`src/rtl/cpu_pkg.sv`:
```
// Shared CPU definitions: address/data widths, reset PC and the fetch packet
// that carries an instruction word together with its word address.
package cpu_pkg;

    localparam int ADDR_W = 6;
    localparam int DATA_W = 32;

    localparam logic [ADDR_W-1:0] RESET_PC = '0;

    typedef struct packed {
        logic [DATA_W-1:0] instr;
        logic [ADDR_W-1:0] pc;
    } fetch_pkt_t;

endpackage

```
`src/rtl/fetch_fifo.sv`:
```
// Two-entry FIFO of fetch packets between the instruction memory response and
// decode. Flush empties it in one cycle and takes priority over push/pop.
module fetch_fifo
    import cpu_pkg::*;
(
    input  logic       clk,
    input  logic       reset,
    input  logic       push,
    input  logic       pop,
    input  logic       flush,
    input  fetch_pkt_t din,
    output logic [1:0] count,
    output fetch_pkt_t head
);

    fetch_pkt_t entries [2];
    logic       rd_ptr;
    logic       wr_ptr;

    // Storage is cleared on reset so the head reads as zero before anything
    // has been fetched; a flush only rewinds the pointers.
    always_ff @(posedge clk) begin
        if (!reset) begin
            entries[0] <= '0;
            entries[1] <= '0;
            rd_ptr     <= 1'b0;
            wr_ptr     <= 1'b0;
            count      <= 2'd0;
        end else if (flush) begin
            rd_ptr <= 1'b0;
            wr_ptr <= 1'b0;
            count  <= 2'd0;
        end else begin
            if (push) begin
                entries[wr_ptr] <= din;
                wr_ptr          <= ~wr_ptr;
            end
            if (pop) begin
                rd_ptr <= ~rd_ptr;
            end
            case ({push, pop})
                2'b10:   count <= count + 2'd1;
                2'b01:   count <= count - 2'd1;
                default: count <= count;
            endcase
        end
    end

    assign head = entries[rd_ptr];

endmodule

```
`src/rtl/instruction_fetch.sv`:
```
// Fetch stage: owns the PC, issues word addresses to the synchronous
// instruction memory and hands {instr, pc} pairs to decode via valid/ready.
module instruction_fetch
    import cpu_pkg::fetch_pkt_t;
#(
    parameter int                ADDR_W   = cpu_pkg::ADDR_W,
    parameter int                DATA_W   = cpu_pkg::DATA_W,
    parameter logic [ADDR_W-1:0] RESET_PC = cpu_pkg::RESET_PC
) (
    input  logic              clk,
    input  logic              reset,
    output logic [ADDR_W-1:0] imem_addr,
    input  logic [DATA_W-1:0] imem_data,
    input  logic              redirect_valid,
    input  logic [ADDR_W-1:0] redirect_pc,
    output logic              out_valid,
    input  logic              out_ready,
    output logic [DATA_W-1:0] out_instr,
    output logic [ADDR_W-1:0] out_pc
);

    logic [ADDR_W-1:0] fetch_pc;
    logic [ADDR_W-1:0] inflight_pc;
    logic              inflight;
    logic [1:0]        count;
    logic [2:0]        occupancy;
    logic              pop;
    logic              push;
    logic              issue;
    fetch_pkt_t        push_pkt;
    fetch_pkt_t        head;

    assign pop       = out_valid & out_ready;
    assign push      = inflight & ~redirect_valid;
    assign out_valid = (count != 2'd0);

    // Slots claimed after this edge: only issue when the outstanding read is
    // guaranteed a FIFO entry, so the buffer can never overflow.
    assign occupancy = {1'b0, count} + {2'b00, inflight} - {2'b00, pop};
    assign issue     = ~redirect_valid & (occupancy < 3'd2);

    assign imem_addr = fetch_pc;
    assign push_pkt  = '{instr: imem_data, pc: inflight_pc};

    // A redirect discards the outstanding response and restarts at the target.
    always_ff @(posedge clk) begin
        if (!reset) begin
            fetch_pc    <= RESET_PC;
            inflight_pc <= RESET_PC;
            inflight    <= 1'b0;
        end else if (redirect_valid) begin
            fetch_pc <= redirect_pc;
            inflight <= 1'b0;
        end else begin
            inflight <= issue;
            if (issue) begin
                inflight_pc <= fetch_pc;
                fetch_pc    <= fetch_pc + 1'b1;
            end
        end
    end

    fetch_fifo u_fifo (
        .clk   (clk),
        .reset (reset),
        .push  (push),
        .pop   (pop),
        .flush (redirect_valid),
        .din   (push_pkt),
        .count (count),
        .head  (head)
    );

    assign out_instr = head.instr;
    assign out_pc    = head.pc;

endmodule
```
`config.mk`:
```
export PLATFORM = sky130hd
export DESIGN_NAME = instruction_fetch
export DESIGN_NICKNAME = d
export VERILOG_FILES = /design/src/rtl/cpu_pkg.sv /design/src/rtl/fetch_fifo.sv /design/src/rtl/instruction_fetch.sv
export SDC_FILE = /design/constraint.sdc
export NUM_CORES = 1
export LEC_CHECK = 0
export ABC_AREA = 1
export ABC_CLOCK_PERIOD_IN_PS = 7240
export CORE_ASPECT_RATIO = 1.25
export CORE_UTILIZATION = 55
export DETAILED_ROUTE_END_ITERATION = 10
export GPL_ROUTABILITY_DRIVEN = 0
export PLACE_DENSITY = 0.86
export SLEW_MARGIN = 20
export SYNTH_ARGS = -nofsm -noshare
export SYNTH_HDL_FRONTEND = slang
export SYNTH_SLANG_ARGS = --single-unit
export TNS_END_PERCENT = 50
```
`constraint.sdc`:
```
create_clock -name clk -period 7.24 [get_ports clk]
set_clock_uncertainty 0.2 [all_clocks]
set_input_delay 0.724 -clock clk [delete_from_list [all_inputs] [get_ports clk]]
set_output_delay 0.724 -clock clk [all_outputs]
set_load 0.01 [all_outputs]
```
* After elaboration in Yosys (flattened, before gate mapping) *
Memory sizes are Yosys's and may differ from the RTL's. A register that Yosys moved wholly into a read port is not among the register bits.
Cells that the tools add are included.

cells by class
  $add $sub $neg = 5
  order comparisons = 1
  eq/ne operators = 2
  multiplexer cells = 13
  bitwise logic cells = 7
  reductions and logical operators = 6

operator list
  operator               count
  $mux W38               1
  $reduce_or A38 Y1      1
  $mux W6                2
  $mux W1                9
  $add A6 B1 Y6 const B  1
  $reduce_bool A2 Y1     3
  $not A1 Y1             4
  $pmux W2 S2            1
  $add A2 B1 Y3          1
  $and A1 B1 Y1          3
  $lt A3 B2 Y1 const B   1
  $sub A3 B1 Y3          1
  $add A2 B1 Y2 const B  1
  $eq A2 B1 Y1 const B   1
  $eq A2 B2 Y1 const B   1
  $reduce_and A2 Y1      1
  $reduce_or A2 Y1       1
  $sub A2 B1 Y2 const B  1

word-level totals
  register bits after elaboration = 17
  bits in writable memories = 76
  input port bits = 42
  output and inout bits = 45
  word-level logic and storage cells = 41
  memories kept = 1

memory list
  name            words  bits a word  read ports  clocked after Yosys merged registers in  wr ports  RTL line          text
  u_fifo.entries  2      38           1           1                                        2         fetch_fifo.sv:16  fetch_pkt_t entries [2];

* Depth between registers and ports, before layout *
Gate-level depths: netlist of the first run.

  word-level depth = 8
  mapped depth = 12
  mapped depth without buffers = 12

* Cells and area by module *
From an unflattened synthesis of the first run, not the netlist that was laid out.

unflattened totals
  cell total of the unflattened synthesis = 385
  area total of the unflattened synthesis = 4274.1 um^2

modules (own cells, without submodules)
  module             times used  cells each  area an instance (um^2)  seq. area each (um^2)
  fetch_fifo         1           273         3527.1                   2382.3
  instruction_fetch  1           112         747.0                    260.2

* Worst setup path before layout of the first run *
No wires, ideal clock.

  path kind = input to register
  from = input redirect_valid
  to = memory u_fifo.entries[1][0] in the netlist's numbering, enable pin
  library setup time = 0.396 ns
  arrival = 2.092 ns
  required time = 6.644 ns
  path slack = 4.552 ns
  cell stages on the path = 5
  path buffers = 2
  cell sequence = nor2_2 nand3_2 buf_6 buf_8 nand2_1

RTL lines
  element          RTL line                 text
  start, declared  instruction_fetch.sv:14  input logic redirect_valid,
  end, declared    fetch_fifo.sv:16

==> impl_metrics.yaml, run 1 <==
cells_and_area:
  nNetsFinal: 505
  drive_above_1_share_pct: 17.4
  layout-area-overhead-vs-synth_pct: 25.3
  fill_cells: 529
  diodes: 0
  multi_input_area_sq_um: 1290
  register_area_sq_um: 2640
sta:
  fmax_mhz: 317
  setup_viol: 0
  hold_viol_final: 0
  fin_crit_sh_pct: 43.6
  finalSetupTns_ns: 0
  finalCriticalPeriod_ns: 3.16
  worst-slew-pin-transition_ns: 0.942
  rsz0062_at_grt: "no"
  slew_viol_final: 0
  slew_headroom_pct: 37.0
  whs_ns: 0.279
clock_tree:
  clkSlewWorstSetupHoldPaths_ns: 0.09
  cts_buffers: 9
  tritoncts: "built"
  ctsHoldBuffers: 0
  cts_buffer_depth: 2
  cts-root-buf: "clkbuf_8"
  cts_resized: 0
  clock_sinks: 94
  htree_num_levels: 3
  post_cts_buffers: 0
  clock_latency_ns: 0.35
worst_setup_path:
  cp-start-kind: "input pin"
  worstSetupEndpointType: "flop"
  cp.arrival_ns: 2.85
  r2r_end: "u_fifo.entries[1][37]"
  critPathKind: "in2reg"
  rrSetupSlack_ns: 4.82
  rr_worst_depth: 5
  cp.required_ns: 6.94
  timing.rr.start: "inflight"
  crit_fanout: 39
drt:
  drt_pre_antenna_iters: 4
  routedWlPerCell_microns: 14.1
  met2_length_microns: 4120
  drt_iter0_drc: 174
  viasPerCell: 5.06
  postRouteAntennaNets: 0
  wl_met1_microns: 3150
  drc: 0
  num_vias: 2825
  routed-wl-met3_microns: 422
  wirelength_microns: 7860
  highest_layer: "met4"
power_and_ir_drop:
  powerDensity_nw_per_um2: 201
  seq_power_share_pct: 57.6
  intPower_mw: 0.830
  switching_share_pct: 22.6
  pwr-share-clk_pct: 31.5
  p_sw_mw: 0.242
  leakagePower_nw: 2.16
  peakVddDrop_uv: 108
  combPwrFrac_pct: 10.9
global_routing:
  track_usage_pct: 21.0
  first_global_vias: 2954
  overflow: 0
  grt_pass1_wl_microns: 12700
  grt_max_degree: 40
  grt_antenna_before_repair: 0
die:
  die_y_microns: 100
  ios: 87
  rows: 35
  core_sq_um: 7440
  die_w_microns: 80.7
  dieArea_sq_um: 8090
  initial_utilization_pct: 57.1
logic_synthesis:
  syn_area_sq_um: 4250
  syn_nets: 420
  yosys.area.top_type: "edfxtp_1"
  synth.yosys.seq_area_share_pct: 62.1
  syn_area_per_cell_sq_um: 11.3
  ys.flop_type: "edfxtp_1"
  netlist.area_leader.share_pct: 53.7
  synth-edff-count: 76
  synthArstFlopShare_pct: 0
  synthCells: 376
  yosysWarnings: 0
  synth-seq-cells: 94
  synth_area_leaders: "edfxtp_1 54%, mux2_2 10%, dfxtp_1 8.5%"
  synth_cell_types: 29
worst_hold_path:
  min-delay-start: "u_fifo.rd_ptr"
  hold_depth: 2
  hp-class: "reg2reg"
  whs_endpoint: "u_fifo.rd_ptr"
placement:
  dpl.hpwl_microns: 5240
  io_buffers: 86
outcome:
  status: "complete, no violations"
run:
  maxCapViolations: 0
-- stage by stage --
| stage | util (%) | std cells | cell area (sq um) | power [mW] | setup WS [ns] |
|---|---|---|---|---|---|
| CTS | 71.6 | 558 | 5330 | 1.08 | 4.06 |
| finish | 71.6 | 558 | 5330 | 1.07 | 4.08 |
| floorplan | - | 376 | 4250 | 0.683 | 4.55 |
| global route | 71.6 | 558 | 5330 | 1.11 | 3.90 |
| detailed placement | 68.9 | 542 | 5130 | 0.747 | 3.68 |
| global placement | 68.9 | 542 | 5130 | 0.743 | 3.75 |
-- worst max-delay path by stage --
stage               slack, ns            from               endpoint  cells past startpoint
floorplan                4.55  redirect_valid   u_fifo.entries[1][0]                      5
global placement         3.75  redirect_valid  u_fifo.entries[1][13]                      5
detailed placement       3.68  redirect_valid  u_fifo.entries[1][24]                      5
CTS                      4.06            flop           out_instr[1]                      2
global route             3.90  redirect_valid   u_fifo.entries[1][6]                      5
finish                   4.08  redirect_valid  u_fifo.entries[1][37]                      5
-- critical path, stage by stage --
cell             delay [ns]
clkdlybuf4s50_1        0.72
nor2_2                 0.11
nand3_2                0.08
buf_4                  0.51
nand2_2                0.68
-- state kept, by name, summed over array words and instances, names as in the netlist, named ones only --
| signal | cells |
|---|---|
| u_fifo.entries | 76 |
| imem_addr | 6 |
| inflight_pc | 6 |
| u_fifo.count | 2 |
| inflight | 1 |
| u_fifo.rd_ptr | 1 |
| u_fifo.wr_ptr | 1 |
-- cells in the mapped netlist, types with 2 or more instances --
cell      count
xor2_1        2
clkbuf_1      2
buf_4         2
a21oi_1       6
inv_2         2
nand3_1       6
dfxtp_1      18
mux2_2       38
nand2_2       2
nand2_1      35
edfxtp_1     76
nand3_2       2
nor2_1       83
o21ai_0      17
inv_1        54
nor2_4       10
buf_6         5
buf_2         2
nor2_2        4
-- area by class of cell --
cell class,instances,area share [%]
multi-input cells,212,24.2
clock inverters,7,1.39
clock buffers,9,2.32
inverters,57,4.06
repair buffers,87,16.3
flip-flops and latches,94,49.6
well taps,92,2.16
-- cell families (layout without fill, tap and decap cells) --
| family | Yosys count | in the layout | synth area share (%) |
|---|---|---|---|
| flops | 94 | 94 | 62.1 |
| mux | 38 | 38 | 10.1 |
| simple gates | 145 | 145 | 15.8 |
| buf+inv | 70 | 160 | 7.71 |
| fa+ha+maj | 2 | 2 | 0.765 |
| xor+xnor | 3 | 3 | 0.618 |
| compound gates | 24 | 24 | 2.88 |
-- power groups by stage --
stage	Sequential (mW)	Combinational, mW	Clock (mW)
2_1_floorplan	0.628	0.0556	0
3_3_place_gp	0.629	0.114	0
3_5_place_dp	0.631	0.116	0
4_1_cts	0.619	0.118	0.341
5_1_grt	0.621	0.127	0.359
6_report	0.618	0.116	0.338
-- routing by layer --
layer,vias to the layer above,global-route usage (%)
met4,0,10.0
met1,1335,22.5
met2,87,39.0
met5,-,0
met3,15,3.91
li1,1388,-
-- layout by cell type, fill, tap and decap left out, drive strengths merged --
cell type	synthesis	final
xor2	2	2
nand2	38	38
clkbuf	3	9
o21ai	17	17
nand3	8	8
fa	1	1
ha	1	1
nand4	1	1
dfxtp	18	18
buf	10	1
o21bai	1	1
clkinv	0	5
edfxtp	76	76
bufinv	0	1
or2	1	1
clkdlybuf4s50	0	86
xnor2	1	1
inv	57	58
mux2	38	38
nor2	97	97
a21oi	6	6
No activity file was read; power rests on OpenSTA's default activity.
==> run 2, diff against run 1 <==
--- a/config.mk
+++ b/config.mk
@@ -6,12 +6,12 @@
 export NUM_CORES = 1
 export LEC_CHECK = 0
 export ABC_AREA = 1
-export ABC_CLOCK_PERIOD_IN_PS = 7240
+export ABC_CLOCK_PERIOD_IN_PS = 3000
 export CORE_ASPECT_RATIO = 1.25
-export CORE_UTILIZATION = 55
+export CORE_UTILIZATION = 51
 export DETAILED_ROUTE_END_ITERATION = 10
 export GPL_ROUTABILITY_DRIVEN = 0
-export PLACE_DENSITY = 0.86
+export PLACE_DENSITY = 0.8
 export SLEW_MARGIN = 20
 export SYNTH_ARGS = -nofsm -noshare
 export SYNTH_HDL_FRONTEND = slang
==> constraint.sdc (replaced) <==
create_clock -name clk -period 3 [get_ports clk]
set_clock_uncertainty 0.2 [all_clocks]
set_input_delay 0.3 -clock clk [delete_from_list [all_inputs] [get_ports clk]]
set_output_delay 0.3 -clock clk [all_outputs]
set_load 0.01 [all_outputs]
==> impl_metrics.yaml, run 2 (same netlist as run 1, synthesis figures left out) <==
global_routing:
  overflow: 0
  grt_pass1_wl_microns: 13600
  first_global_vias: 2985
  grt_max_degree: 39
  track_usage_pct: 20.1
  grt_antenna_before_repair: 0
clock_tree:
  cts-root-buf: "clkbuf_8"
  clock_latency_ns: 0.35
  cts_buffer_depth: 2
  cts_buffers: 9
  ctsHoldBuffers: 0
  clkSlewWorstSetupHoldPaths_ns: 0.08
  post_cts_buffers: 0
  tritoncts: "built"
  htree_num_levels: 3
  cts_resized: 0
  clock_sinks: 94
sta:
  slew_viol_final: 0
  hold_viol_final: 0
  whs_ns: 0.277
  worst-slew-pin-transition_ns: 0.517
  finalCriticalPeriod_ns: 2.51
  finalSetupTns_ns: 0
  setup_viol: 0
  slew_headroom_pct: 65.5
  fmax_mhz: 399
  rsz0062_at_grt: "no"
  fin_crit_sh_pct: 83.6
power_and_ir_drop:
  powerDensity_nw_per_um2: 478
  peakVddDrop_uv: 325
  leakagePower_nw: 2.18
  total_power_mw: 2.57
worst_setup_path:
  worstSetupEndpointType: "primary output"
  cp.arrival_ns: 2.01
  worst_path_max_delay_cell: "clkdlybuf4s50_1"
  rr_worst_depth: 10
  rrSetupSlack_ns: 0.67
  crit_chain: "buf_4 > mux2_2 > clkdlybuf4s50_1"
  timing.rr.start: "u_fifo.count[0]"
  r2r_end: "imem_addr[1]"
  cp.required_ns: 2.50
  cp-start-kind: "flop"
  critPathKind: "reg2out"
  cpPeakStageDelay_ns: 0.50
  crit_fanout: 38
cells_and_area:
  multi_input_area_sq_um: 1280
  nNetsFinal: 511
  stdcell_count: 567
  fill_cells: 617
  layout_commonest_cell: "clkdlybuf4s50_1"
  register_area_sq_um: 2640
  largest_register_ffs: 76
  regMostFlops: "u_fifo.entries"
  drive_above_1_share_pct: 17.6
  diodes: 0
  layout-area-overhead-vs-synth_pct: 26.3
  final_cell_mix: "86 x clkdlybuf4s50_1, 83 x nor2_1, 76 x edfxtp_1, 54 x inv_1, 38 x mux2_2"
die:
  core_sq_um: 7930
  rows: 36
  initial_utilization_pct: 53.6
  die_w_microns: 83.7
  die_y_microns: 104
  ios: 87
  dieArea_sq_um: 8710
worst_hold_path:
  hold_depth: 2
  hp-class: "reg2reg"
  min-delay-start: "u_fifo.rd_ptr"
outcome:
  status: "complete, no violations"
placement:
  place_inst: 551
  dpl.hpwl_microns: 5640
  io_buffers: 86
run:
  maxCapViolations: 0
drt:
  routedWlPerCell_microns: 14.7
  drc: 0
  drt_pre_antenna_iters: 4
  wirelength_microns: 8330
  drt_iter0_drc: 147
  viasPerCell: 5.02
  postRouteAntennaNets: 0
  num_vias: 2847
[run 2: worst max-delay path: cells and delay by family (launching register included)]
kind	cells	cell delay, ns
flops	1	0.32
mux	1	0.40
buf+inv	2	0.93
[run 2: area by class of cell]
cell class,instances,area share [%]
Clock buffer,11,2.45
Clock inverter,5,0.932
Inverter,57,4.03
Multi-Input combinational cell,212,23.9
Sequential cell,94,49.2
Tap cell,95,2.21
Timing Repair Buffer,93,17.2
[run 2: worst max path at each step]
stage	endpoint	slack, ns	depth (start not counted)
after global routing	out_pc[4]	0.39	3
after detailed placement	imem_addr[4]	0.24	10
after CTS	out_instr[22]	0.44	3
after floorplan	u_fifo.entries[1][0]	0.66	6
after global placement	imem_addr[1]	0.37	10
final	out_instr[10]	0.49	3
[run 2: per-stage QoR]
stage | setup slack (ns) | util, % | instance area (sq um)
3_5_place_dp | 0.240 | 65.5 | 5190
3_3_place_gp | 0.367 | 65.5 | 5190
6_report | 0.492 | 67.8 | 5370
5_1_grt | 0.386 | 67.8 | 5370
4_1_cts | 0.442 | 67.8 | 5370
2_1_floorplan | 0.664 | - | 4250
[run 2: where the power goes]
part	total (mW)	switching [mW]	internal, mW
clock	0.790	0.411	0.379
sequential	1.49	0.0249	1.46
combinational	0.290	0.134	0.156
[run 2: layer usage]
layer | global-route usage [%] | wire length, microns | vias up
li1 | - | - | 1403
met2 | 36.8 | 4530 | 86
met5 | 0 | 0 | -
met3 | 5.16 | 434 | 8
met1 | 22.2 | 3260 | 1350
met4 | 7.51 | 102 | 0
